<file path="src/rtl/uart_tx.sv">
// uart_tx: FIFO-fed UART serializer (start, DBIT data LSB first, optional even parity, stop).
// Define UART_TX_PARITY_EN to insert an even-parity bit between the data and stop bits.
module uart_tx #(
    parameter int DBIT    = 8,
    parameter int SB_TICK = 16
) (
    input  logic            clk,
    input  logic            reset,
    input  logic            s_tick,
    input  logic            fifo_empty,
    input  logic [DBIT-1:0] fifo_data,
    output logic            fifo_rd,
    output logic            tx,
    output logic            tx_busy
);
    localparam int SW = (SB_TICK > 16) ? $clog2(SB_TICK) : 4;
    localparam int NW = (DBIT > 1) ? $clog2(DBIT) : 1;
`ifdef UART_TX_PARITY_EN
    typedef enum logic [2:0] {IDLE, START, DATA, PARITY, STOP} state_t;
`else
    typedef enum logic [1:0] {IDLE, START, DATA, STOP} state_t;
`endif
    state_t          state, state_next;
    logic [SW-1:0]   s_reg, s_next;
    logic [NW-1:0]   n_reg, n_next;
    logic [DBIT-1:0] b_reg, b_next;
    logic            tx_reg, tx_next;
`ifdef UART_TX_PARITY_EN
    logic            p_reg, p_next;
`endif

    always_ff @(posedge clk or posedge reset) begin
        if (reset) begin
            state  <= IDLE;
            s_reg  <= '0;
            n_reg  <= '0;
            b_reg  <= '0;
            tx_reg <= 1'b1;
`ifdef UART_TX_PARITY_EN
            p_reg  <= 1'b0;
`endif
        end else begin
            state  <= state_next;
            s_reg  <= s_next;
            n_reg  <= n_next;
            b_reg  <= b_next;
            tx_reg <= tx_next;
`ifdef UART_TX_PARITY_EN
            p_reg  <= p_next;
`endif
        end
    end

    // tx_next follows the current state, so the line lags every state change by exactly one clk
    always_comb begin
        state_next = state;
        s_next     = s_reg;
        n_next     = n_reg;
        b_next     = b_reg;
        tx_next    = tx_reg;
        fifo_rd    = 1'b0;
`ifdef UART_TX_PARITY_EN
        p_next     = p_reg;
`endif
        case (state)
            IDLE: begin
                tx_next = 1'b1;
                if (!fifo_empty) begin
                    fifo_rd    = ~reset;
                    b_next     = fifo_data;
                    s_next     = '0;
                    state_next = START;
`ifdef UART_TX_PARITY_EN
                    p_next     = ^fifo_data;
`endif
                end
            end
            START: begin
                tx_next = 1'b0;
                if (s_tick) begin
                    if (s_reg == SW'(15)) begin
                        s_next     = '0;
                        n_next     = '0;
                        state_next = DATA;
                    end else begin
                        s_next = s_reg + 1'b1;
                    end
                end
            end
            DATA: begin
                tx_next = b_reg[0];
                if (s_tick) begin
                    if (s_reg == SW'(15)) begin
                        s_next = '0;
                        b_next = b_reg >> 1;
                        if (n_reg == NW'(DBIT - 1))
`ifdef UART_TX_PARITY_EN
                            state_next = PARITY;
`else
                            state_next = STOP;
`endif
                        else
                            n_next = n_reg + 1'b1;
                    end else begin
                        s_next = s_reg + 1'b1;
                    end
                end
            end
`ifdef UART_TX_PARITY_EN
            PARITY: begin
                tx_next = p_reg;
                if (s_tick) begin
                    if (s_reg == SW'(15)) begin
                        s_next     = '0;
                        state_next = STOP;
                    end else begin
                        s_next = s_reg + 1'b1;
                    end
                end
            end
`endif
            STOP: begin
                tx_next = 1'b1;
                if (s_tick) begin
                    if (s_reg == SW'(SB_TICK - 1))
                        state_next = IDLE;
                    else
                        s_next = s_reg + 1'b1;
                end
            end
            default: state_next = IDLE;
        endcase
    end

    assign tx      = tx_reg;
    assign tx_busy = (state != IDLE);
endmodule

</file>
<file path="config.mk">
export PLATFORM = sky130hd
export DESIGN_NAME = uart_tx
export DESIGN_NICKNAME = d
export VERILOG_FILES = /design/src/rtl/uart_tx.sv
export SDC_FILE = /design/constraint.sdc
export NUM_CORES = 1
export LEC_CHECK = 0
export BUFFER_PORTS_ARGS = -buffer_cell sky130_fd_sc_hd__buf_2
export CAP_MARGIN = 10
export CORE_AREA = 2 2 47 49
export CTS_CLUSTER_DIAMETER = 30
export DETAILED_ROUTE_END_ITERATION = 8
export DIE_AREA = 0 0 49 51
export GPL_ROUTABILITY_DRIVEN = 0
export PLACE_DENSITY = 0.69
export SYNTH_ARGS = -nofsm -noshare
export SYNTH_HDL_FRONTEND = slang
export SYNTH_SLANG_ARGS = --single-unit
export TNS_END_PERCENT = 10
</file>
<file path="constraint.sdc">
create_clock -name clk -period 2 [get_ports clk]
set_input_delay 0.3 -clock clk [delete_from_list [all_inputs] [get_ports clk]]
set_output_delay 0.3 -clock clk [all_outputs]
set_load 0.03 [all_outputs]
</file>
=== After elaboration in Yosys (flattened, before gate mapping) ===
Cells that the tools add are included.

* Flip-flop bits (word level): 18
* Output and inout bits: 3
* Input bits: 12

* Add/sub/neg operators: 2
* Reductions and logical operators: 10
* Muxes and demuxes: 28
* Equal/unequal tests: 16
* Bitwise gates (word level): 1

{| class="wikitable"
|+ Operators by type and width
! operator !! count
|-
| $mux 8 || 3
|-
| $mux 4 || 5
|-
| $ne 2x2->1 const B || 10
|-
| $mux 2 || 8
|-
| $pmux 8 s2 || 1
|-
| $mux 3 || 5
|-
| $pmux 4 s3 || 1
|-
| $pmux 2 s4 || 1
|-
| $reduce_and 4->1 || 2
|-
| $reduce_and 8->1 || 1
|-
| $pmux 3 s2 || 1
|-
| $reduce_and 6->1 || 1
|-
| $reduce_bool 2->1 || 3
|-
| $add 4x1->4 const B || 1
|-
| $eq 2x2->1 const B || 2
|-
| $eq 4x4->1 const B || 1
|-
| $reduce_or 2->1 || 2
|-
| $add 3x1->3 const B || 1
|-
| $eq 3x3->1 const B || 1
|-
| $pmux 1 s3 || 1
|-
| $eq 2x1->1 const B || 1
|-
| $logic_not 2->1 || 1
|-
| $mux 1 || 2
|-
| $ne 2x1->1 const B || 1
|-
| $not 1->1 || 1
|}

=== Logic depth before layout (Yosys ltp) ===
Gate-level depths: netlist of the first run.

* Word-level depth: 5
* Gate-level depth with buffers: 7
* Mapped depth without buffers: 6

=== Least setup slack after synthesis of the first run ===
OpenSTA, ideal clock, no wires.

* Path kind: reg2out
* Start point: register state[0]
* End point: output port fifo_rd
* Setup slack: 0.133 ns
* Required time: 1.700 ns
* Stages on the path, launching flop included: 5
* Path buffers: 0
* Data arrival time: 1.567 ns
* Cells stage by stage: dfrtp_1 > inv_1 > ha_1 > inv_1 > nor3_1

* Longest elaborated chain between the ends: 2

{| class="wikitable"
|+ RTL lines
! item !! line !! source
|-
| start: declaration || 23 || <nowiki>state_t state, state_next;</nowiki>
|-
| start signal: assignment || 43 || <nowiki>state <= state_next;</nowiki>
|-
| $logic_not 2->1 || 65 || <nowiki>case (state)</nowiki>
|-
| $mux 1 || 65 ||
|-
| end: declaration || 12 || <nowiki>output logic fifo_rd,</nowiki>
|}

No other way between the ends.

=== Worst setup path in the final report of the first run ===
* Start point: register s_reg[0]
* End point: register state[1]

* Longest elaborated chain between the ends: 3

{| class="wikitable"
|+ RTL lines
! item !! line !! source
|-
| start: declaration || 24 || <nowiki>logic [SW-1:0] s_reg, s_next;</nowiki>
|-
| start signal: assignment || 44 || <nowiki>s_reg <= s_next;</nowiki>
|-
| $eq 4x4->1 (*) || 81, 93, 125 ||
|-
| $ne 2x2->1 (no source line) || -- ||
|-
| $reduce_and 8->1 (no source line) (*) || -- ||
|}

Mark *: on every way between the ends. The rest lies on a longest branch, timed or not.
A chain may end at the register's enable or synchronous reset.

==> results of run 1 <==
==> worst paths after layout <==
| check | slack [ps] | end | startpoint | depth (start not counted) |
|---|---|---|---|---|
| worst max-delay path | 170 | state[1] | s_reg[0] | 4 |
| min in group clk | 210 | b_reg[7] | fifo_data[7] | 2 |
| worst max register to register | 170 | state[1] | s_reg[0] | 4 |
| worst min register to register | 500 | b_reg[4] | b_reg[4] | 1 |
| worst min-delay path | 90 | s_reg[0] | reset | 2 |
| max in group asynchronous | 1480 | state[1] | reset | 2 |
==> per-stage QoR <==
| stage | setup slack (ps) | area, um^2 | hold slack (ps) | util (%) |
|---|---|---|---|---|
| after floorplan | 133 | 1020 | 238 | - |
| after global placement | 251 | 1110 | 451 | 54.0 |
| after detailed placement | 195 | 1110 | 455 | 54.0 |
| after CTS | 166 | 1150 | 113 | 55.7 |
| after global routing | 79.5 | 1150 | 174 | 55.7 |
| final | 169 | 1150 | 92.6 | 55.7 |
==> per-layer routing <==
metal	wire, um	up-vias
met5	0	-
met4	21	0
met3	109	2
met2	879	24
met1	932	400
li1	-	427
==> worst max-delay path, stage by stage (launching register included) <==
cell and delay [ps]:
dfrtp_1 430, ha_1 270, and4_1 330, o221ai_1 330
mux2_2 370
==> power by group <==
part / internal [mW] / total, mW / switching [mW]
Clock: 0.111 / 0.227 / 0.116
Combinational: 0.383 / 0.905 / 0.522
Sequential: 0.519 / 0.608 / 0.0894
Total: 1.01 / 1.74 / 0.727
==> synthesized netlist by cell type, types with 2 or more instances <==
cell type   n
nand2_2     2
ha_1        7
nor2_1      5
nor3_1      4
mux2_2      2
o21ai_0     4
o22a_1      5
inv_1       6
nand4_1     2
nand2_1    14
or2_1       2
o211ai_1    2
o22ai_1     4
a21oi_1     4
nand3_1     2
a21o_1      3
a221o_1     4
o21ai_1     3
dfrtp_1    17
a22o_1      2
==> layout make-up <==
type,count,share of cell area [%]
Tap cell,28,3.05
Timing Repair Buffer,15,6.75
Clock buffer,4,3.16
Multi-Input combinational cell,78,45.8
Sequential cell,18,39.3
Inverter,6,1.96
==> cell families after synthesis <==
kind of cell	after synthesis	synth area share [%]
compound gates	36	25.5
simple gates	33	15.5
flops	18	44.4
buf+inv	9	3.81
fa+ha+maj	7	8.61
mux	2	2.21
==> flow_summary_export.csv, run 1 <==
group,metric,value,unit
global_routing,met3_usage,5.56,%
global_routing,grt_pass1_vias,772,
synth,netlist_instances,105,
clock_tree,clock-sinks,18,
floorplanning,die_h,51,um
timing,min_period_over_period,91.6,%
global_routing,grtUsageMet2,27.6,%
synth,synth_fp_nets,124,
floorplanning,die_area,2500,um^2
floorplanning,core-area,2060,um^2
layout,stdcell_count,149,
setup_path,path_class,"flip-flop to flip-flop",
layout,layout_commonest_cell,"dfrtp_1",
timing,fmax,546,MHz
drt,antenna_left,0,
floorplanning,start_util,49.3,%
placement,placed_cells,145,
clock_tree,cts.clk_slew.worst_paths,100,ps
clock_tree,tritoncts,"done",
power,total_leakage_power,0.536,nW
setup_path,path_max_fanout,11,
timing,setup_tns,0,ps
drt,drt_iter0_drc,29,
setup_path,startpoint_type,"flip-flop",
setup_path,cp-end-kind,"flip-flop",
setup_path,cp_data_required_time,2190,ps
layout,area_delta_synth_final,13.0,%
layout,final_nets,141,
timing,fin_crit,1830,ps
drt,routed_wl,1940,um
synth,ys_seq_elements,18,
global_routing,use_met1,24.7,%
synth,synth_edf_count,0,
layout,seqCellArea,452,um^2
synth,netlist.top_cell.by_area,"dfrtp_1",
timing,slew_headroom,55.0,%
drt,vias_per_cell,5.72,
clock_tree,cts_hold_buffers,0,
synth,yosys_warnings,0,
outcome,status,"completed",
synth,synth_area_leaders,"dfrtp_1 42%, ha_1 8.6%, nand2_1 5.2%, o22a_1 4.3%, a221o_1 3.9%",
layout,n_antenna_cell,0,
power,irDropWorstVdd,0.880,mV
drt,wire_per_inst,13.0,um
clock_tree,post_cts_buffers,0,
placement,numPortBuffers,14,
global_routing,grt_start_max_net_pins,19,
synth,ys_types,31,
synth,synth_ff_type,"dfrtp_1",
floorplanning,die_w,49,um
timing,tightest_slew,674,ps
timing,drv_slew,0,
layout,largest_reg_flops,8,
layout,multi_input_area,527,um^2
layout,final_layout_size_suffix_gt1_share,19.8,%
global_routing,top_usage_layer,"met2",
power,powerDensity,1510,nW/um^2
clock_tree,h-tree-depth,1,
synth,synth_top_cell_area_share,41.8,%
drt,vias,853,
drt,drt_pre_antenna_iters,4,
global_routing,grt_pass1_wl,3460,um
power,power.total,1.74,mW
layout,nFillCells,209,
clock_tree,numCtsBuffers,3,
synth,synth_async_sr_flop_share,100,%
clock_tree,cts_resized,0,
timing,setup_violations,0,
timing,rsz0062_at_grt,"no",
timing,finalClockSkew,2.82,ps
setup_path,arrival,2020,ps
drt,drc,0,
global_routing,grt_antenna_before_repair,0,
clock_tree,cts_root_buffer,"clkbuf_4",
global_routing,grt_usage,18.4,%
layout,layout_common_cells,"17 x dfrtp_1, 14 x nand2_1, 14 x buf_2",
synth,ys_seq_area_share,44.4,%
clock_tree,clk_latency,290,ps
synth,syn_area,1020,um^2
floorplanning,num_rows,17,
flow_run,max_cap_violations,0,
global_routing,grt_overflow,0,
min_path,hold_class,"primary input to asynchronous set/reset pin",
clock_tree,clk_path_buf_depth,2,
floorplanning,io_pins,15,
placement,hpwl,1410,um
synth,synth.avg_cell_area,9.69,um^2
timing,finalHoldViolCount,0,
No activity file was read; power rests on OpenSTA's default activity.
==> inputs of run 2 (changes only) <==
clock period = 1.9 ns   (was 2 ns; I/O delays follow)
==> run 2 against run 1 <==
  * Register-to-register slack got worse by 40 ps
  * Routed wire length increased by 2.4%
  * Clock power increased by 8.8%
  * Final cell count increased by 0.67%
  * Critical path depth increased by 1
  * Hold slack got worse by 25 ps
  * Die area unchanged
  * Sequential cell count unchanged
  * Largest power group unchanged
==> flow_summary_export.csv, run 2 (synthesis gave the netlist of run 1 again) <==
group,metric,value,unit
outcome,status,"completed",
global_routing,top_usage_layer,"met2",
timing,slew_headroom,54.4,%
drt,vias_per_cell,5.65,
global_routing,met3_usage,3.51,%
layout,stdcell_count,150,
flow_run,max_cap_violations,0,
timing,fin_crit,1820,ps
timing,setup_tns,0,ps
clock_tree,tritoncts,"done",
drt,antenna_left,0,
global_routing,use_met1,23.4,%
setup_path,arrival,1540,ps
placement,numPortBuffers,14,
layout,area_delta_synth_final,13.8,%
power,irDropWorstVdd,1.09,mV
timing,layout_setup_ws,76.4,ps
setup_path,cp_data_required_time,1620,ps
drt,drt_iter0_drc,19,
floorplanning,die_h,51,um
clock_tree,numCtsBuffers,3,
floorplanning,num_rows,17,
floorplanning,start_util,49.3,%
timing,rsz0062_at_grt,"no",
drt,drt_pre_antenna_iters,4,
setup_path,startpoint_type,"flip-flop",
drt,routed_wl,1990,um
setup_path,path_class,"flip-flop to output pin",
timing,finalClockSkew,2.18,ps
global_routing,grt_overflow,0,
layout,largest_reg_flops,8,
clock_tree,post_cts_buffers,0,
global_routing,grt_pass1_wl,3470,um
layout,layout_commonest_cell,"dfrtp_1",
setup_path,cp-end-kind,"output pin",
min_path,hold_class,"primary input to asynchronous set/reset pin",
global_routing,grt_antenna_before_repair,0,
layout,n_antenna_cell,0,
setup_path,path_max_fanout,4,
floorplanning,die_area,2500,um^2
timing,drv_slew,0,
timing,tightest_slew,683,ps
global_routing,grt_start_max_net_pins,19,
floorplanning,die_w,49,um
clock_tree,cts_hold_buffers,0,
placement,placed_cells,146,
global_routing,grt_usage,18.4,%
layout,layout_common_cells,"17 x dfrtp_1, 14 x nand2_1, 14 x buf_2",
drt,drc,0,
timing,min_period_over_period,96.0,%
placement,hpwl,1510,um
clock_tree,clk_path_buf_depth,2,
global_routing,grtUsageMet2,29.7,%
timing,setup_violations,0,
floorplanning,io_pins,15,
drt,vias,848,
layout,final_nets,142,
floorplanning,core-area,2060,um^2
clock_tree,cts_root_buffer,"clkbuf_4",
clock_tree,cts.clk_slew.worst_paths,100,ps
timing,finalHoldViolCount,0,
clock_tree,h-tree-depth,1,
clock_tree,clk_latency,310,ps
power,powerDensity,1590,nW/um^2
timing,fmax,548,MHz
layout,post-route-util,56.1,%
power,total_leakage_power,0.542,nW
placement,pre_cts_slack,151,ps
clock_tree,clock-sinks,18,
timing,holdWs,67.5,ps
drt,wire_per_inst,13.3,um
clock_tree,cts_resized,0,
global_routing,grt_pass1_vias,808,
layout,final_layout_size_suffix_gt1_share,20.5,%
-- run 2: routing by layer --
metal  vias to the layer above  part of all wire, %
met3                         5                  3.4
li1                        431                    -
met2                        15                   48
met4                         0                  2.5
met5                         -                    0
met1                       397                   46
-- run 2: critical path, cell delays in order, from the launching register on --
cell and delay [ps]:
dfrtp_1 410, inv_1 110, ha_1 240, inv_1 70, nor3_1 180, buf_2 220
-- run 2: worst paths after layout --
path                         startpoint        to  slack, ps  depth (start not counted)
max                            state[0]   fifo_rd         80                          5
min                               reset  s_reg[1]         70                          2
max reg2reg                    s_reg[0]  state[1]        130                          4
min reg2reg                    b_reg[4]  b_reg[4]        520                          1
max in group asynchronous         reset  state[0]       1400                          2
min in group clk           fifo_data[7]  b_reg[7]        180                          2
-- run 2: layout make-up --
cell class / count / area, um^2
Fill cell: 188 / 906
Timing Repair Buffer: 16 / 85.1
Sequential cell: 18 / 452
Tap cell: 28 / 35.0
Clock buffer: 4 / 36.3
Inverter: 6 / 22.5
Multi-Input combinational cell: 78 / 527
-- run 2: per-stage QoR --
step	area, um^2	power, mW
after detailed placement	1120	1.59
after global routing	1160	1.98
after global placement	1120	1.57
after CTS	1160	1.84
after floorplan	1020	1.38
final	1160	1.84
-- run 2: power by group --
group	switching [mW]	internal, mW
Clock	0.129	0.117
Sequential	0.0971	0.546
Combinational	0.544	0.402
==> inputs of run 3 (changes only) <==
PLACE_DENSITY = 0.73   (was 0.69)
==> run 3 against run 2 <==
  * Register-to-register slack gained 30 ps
  * Final cell count is the same
  * Hold slack gained 19 ps
  * Final area grew 0.43%
==> flow_summary_export.csv, run 3 (synthesis gave the netlist of run 1 again) <==
group,metric,value,unit
floorplanning,die_area,2500,um^2
clock_tree,clock-sinks,18,
layout,post-route-util,56.3,%
setup_path,path_max_fanout,4,
layout,layout_common_cells,"17 x dfrtp_1, 14 x nand2_1, 13 x buf_2",
clock_tree,cts.clk_slew.worst_paths,110,ps
power,power.total,1.84,mW
global_routing,grt_start_max_net_pins,19,
setup_path,critPathSlowestCell,"dfrtp_1",
timing,fmax,570,MHz
clock_tree,tritoncts,"done",
layout,largest_reg_flops,8,
clock_tree,clk_latency,290,ps
setup_path,crit_path_max_incr_delay,420,ps
timing,finalHoldViolCount,0,
setup_path,r2r_start,"state[1]",
drt,wire_per_inst,13.8,um
clock_tree,numCtsBuffers,3,
global_routing,grt_antenna_before_repair,0,
power,p_sw_share,41.8,%
clock_tree,cts_root_buffer,"clkbuf_4",
power,total_leakage_power,0.540,nW
setup_path,path_cells,"inv_1 > ha_2 > inv_1 > nor3_1 > buf_4",
timing,rsz0062_at_grt,"no",
setup_path,crit_start,"state[0]",
setup_path,cp_data_required_time,1620,ps
timing,slew_headroom,53.7,%
power,clockPowerShare,13.0,%
placement,hpwl,1540,um
drt,drt_iter0_drc,23,
power,p_comb_share,52.0,%
global_routing,grt_overflow,0,
floorplanning,io_pins,15,
layout,final_layout_size_suffix_gt1_share,21.3,%
power,irDropWorstVdd,0.853,mV
timing,setup_violations,0,
setup_path,reg2reg_slack,160,ps
layout,final_nets,142,
layout,area_delta_synth_final,14.3,%
min_path,hold_class,"primary input to asynchronous set/reset pin",
floorplanning,core-area,2060,um^2
power,switchingPower,769,uW
setup_path,arrival,1470,ps
global_routing,grt_pass1_wl,3620,um
timing,min_period_over_period,92.3,%
timing,tightest_slew,693,ps
outcome,status,"completed",
timing,setup_tns,0,ps
drt,vias,859,
power,powerDensity,1580,nW/um^2
power,power_frac_seq,35.1,%
power,intPower,1.07,mW
global_routing,grt_pass1_vias,849,
drt,drc,0,
floorplanning,die_w,49,um
floorplanning,start_util,49.3,%
global_routing,grt_usage,19.0,%
floorplanning,num_rows,17,
setup_path,cp-end-kind,"output pin",
clock_tree,clk_path_buf_depth,2,
timing,drv_slew,0,
drt,antenna_left,0,
placement,numPortBuffers,14,
clock_tree,h-tree-depth,1,
setup_path,path_class,"flip-flop to output pin",
timing,fin_crit,1750,ps
timing,finalClockSkew,9.42,ps
drt,vias_per_cell,5.73,
setup_path,r2r-end,"s_reg[3]",
drt,drt_pre_antenna_iters,4,
setup_path,startpoint_type,"flip-flop",
setup_path,rr_worst_depth,6,
floorplanning,die_h,51,um
setup_path,endpoint,"fifo_rd",
setup_path,cp_common_cell,"inv_1",
layout,layout_commonest_cell,"dfrtp_1",
flow_run,max_cap_violations,0,
drt,routed_wl,2070,um
layout,n_antenna_cell,0,
[run 3: cell type report]
type                            instances  area [um^2]
Fill cell                             194          901
Multi-Input combinational cell         78          529
Sequential cell                        18          452
Timing Repair Buffer                   16         87.6
Clock buffer                            4         36.3
Tap cell                               28         35.0
Inverter                                6         22.5
[run 3: critical path: cells and delay by family, from the launching register on]
kind	cells	cell delay [ps]
adders and majority gates	1	220
buffers and inverters	3	370
DFF	1	420
and+or+nand+nor	1	180
[run 3: routing by layer]
layer | GRT usage (%) | part of all wire [%]
met1 | 23.0 | 47
met2 | 32.9 | 50
met3 | 3.80 | 2.2
met4 | 8.10 | 0.82
met5 | 0 | 0
[run 3: per-stage QoR]
| step | cell area [um^2] | hold WS [ps] | instances | setup slack [ps] |
|---|---|---|---|---|
| 2_1_floorplan | 1020 | 223 | 105 | 48.0 |
| 3_3_place_gp | 1120 | 432 | 146 | 242 |
| 3_5_place_dp | 1120 | 443 | 146 | 194 |
| 4_1_cts | 1160 | 113 | 150 | 86.2 |
| 5_1_grt | 1160 | 161 | 150 | 16.5 |
| 6_report | 1160 | 86.9 | 150 | 146 |
[run 3: power by group through the flow]
stage | clock network (mW) | logic [mW] | registers, mW
2_1_floorplan | 0 | 0.734 | 0.650
3_3_place_gp | 0 | 0.914 | 0.644
3_5_place_dp | 0 | 0.937 | 0.654
4_1_cts | 0.245 | 0.946 | 0.643
5_1_grt | 0.258 | 1.08 | 0.663
6_report | 0.239 | 0.957 | 0.646
[run 3: worst min path at each step]
stage	slack (ps)	end	from
floorplan	220	b_reg[0]	reset
global placement	430	state[0]	reset
detailed placement	440	s_reg[1]	reset
CTS	110	s_reg[1]	reset
global route	160	state[0]	reset
finish	90	s_reg[1]	reset
[run 3: timing repair]
| action | CTS | global route |
|---|---|---|
| setup endpoints to repair | 0 | 1 |
| setup buffers | 0 | 0 |
| resized for setup | 0 | 2 |
| hold buffers | 0 | 0 |
| hold endpoints to repair | 0 | 0 |
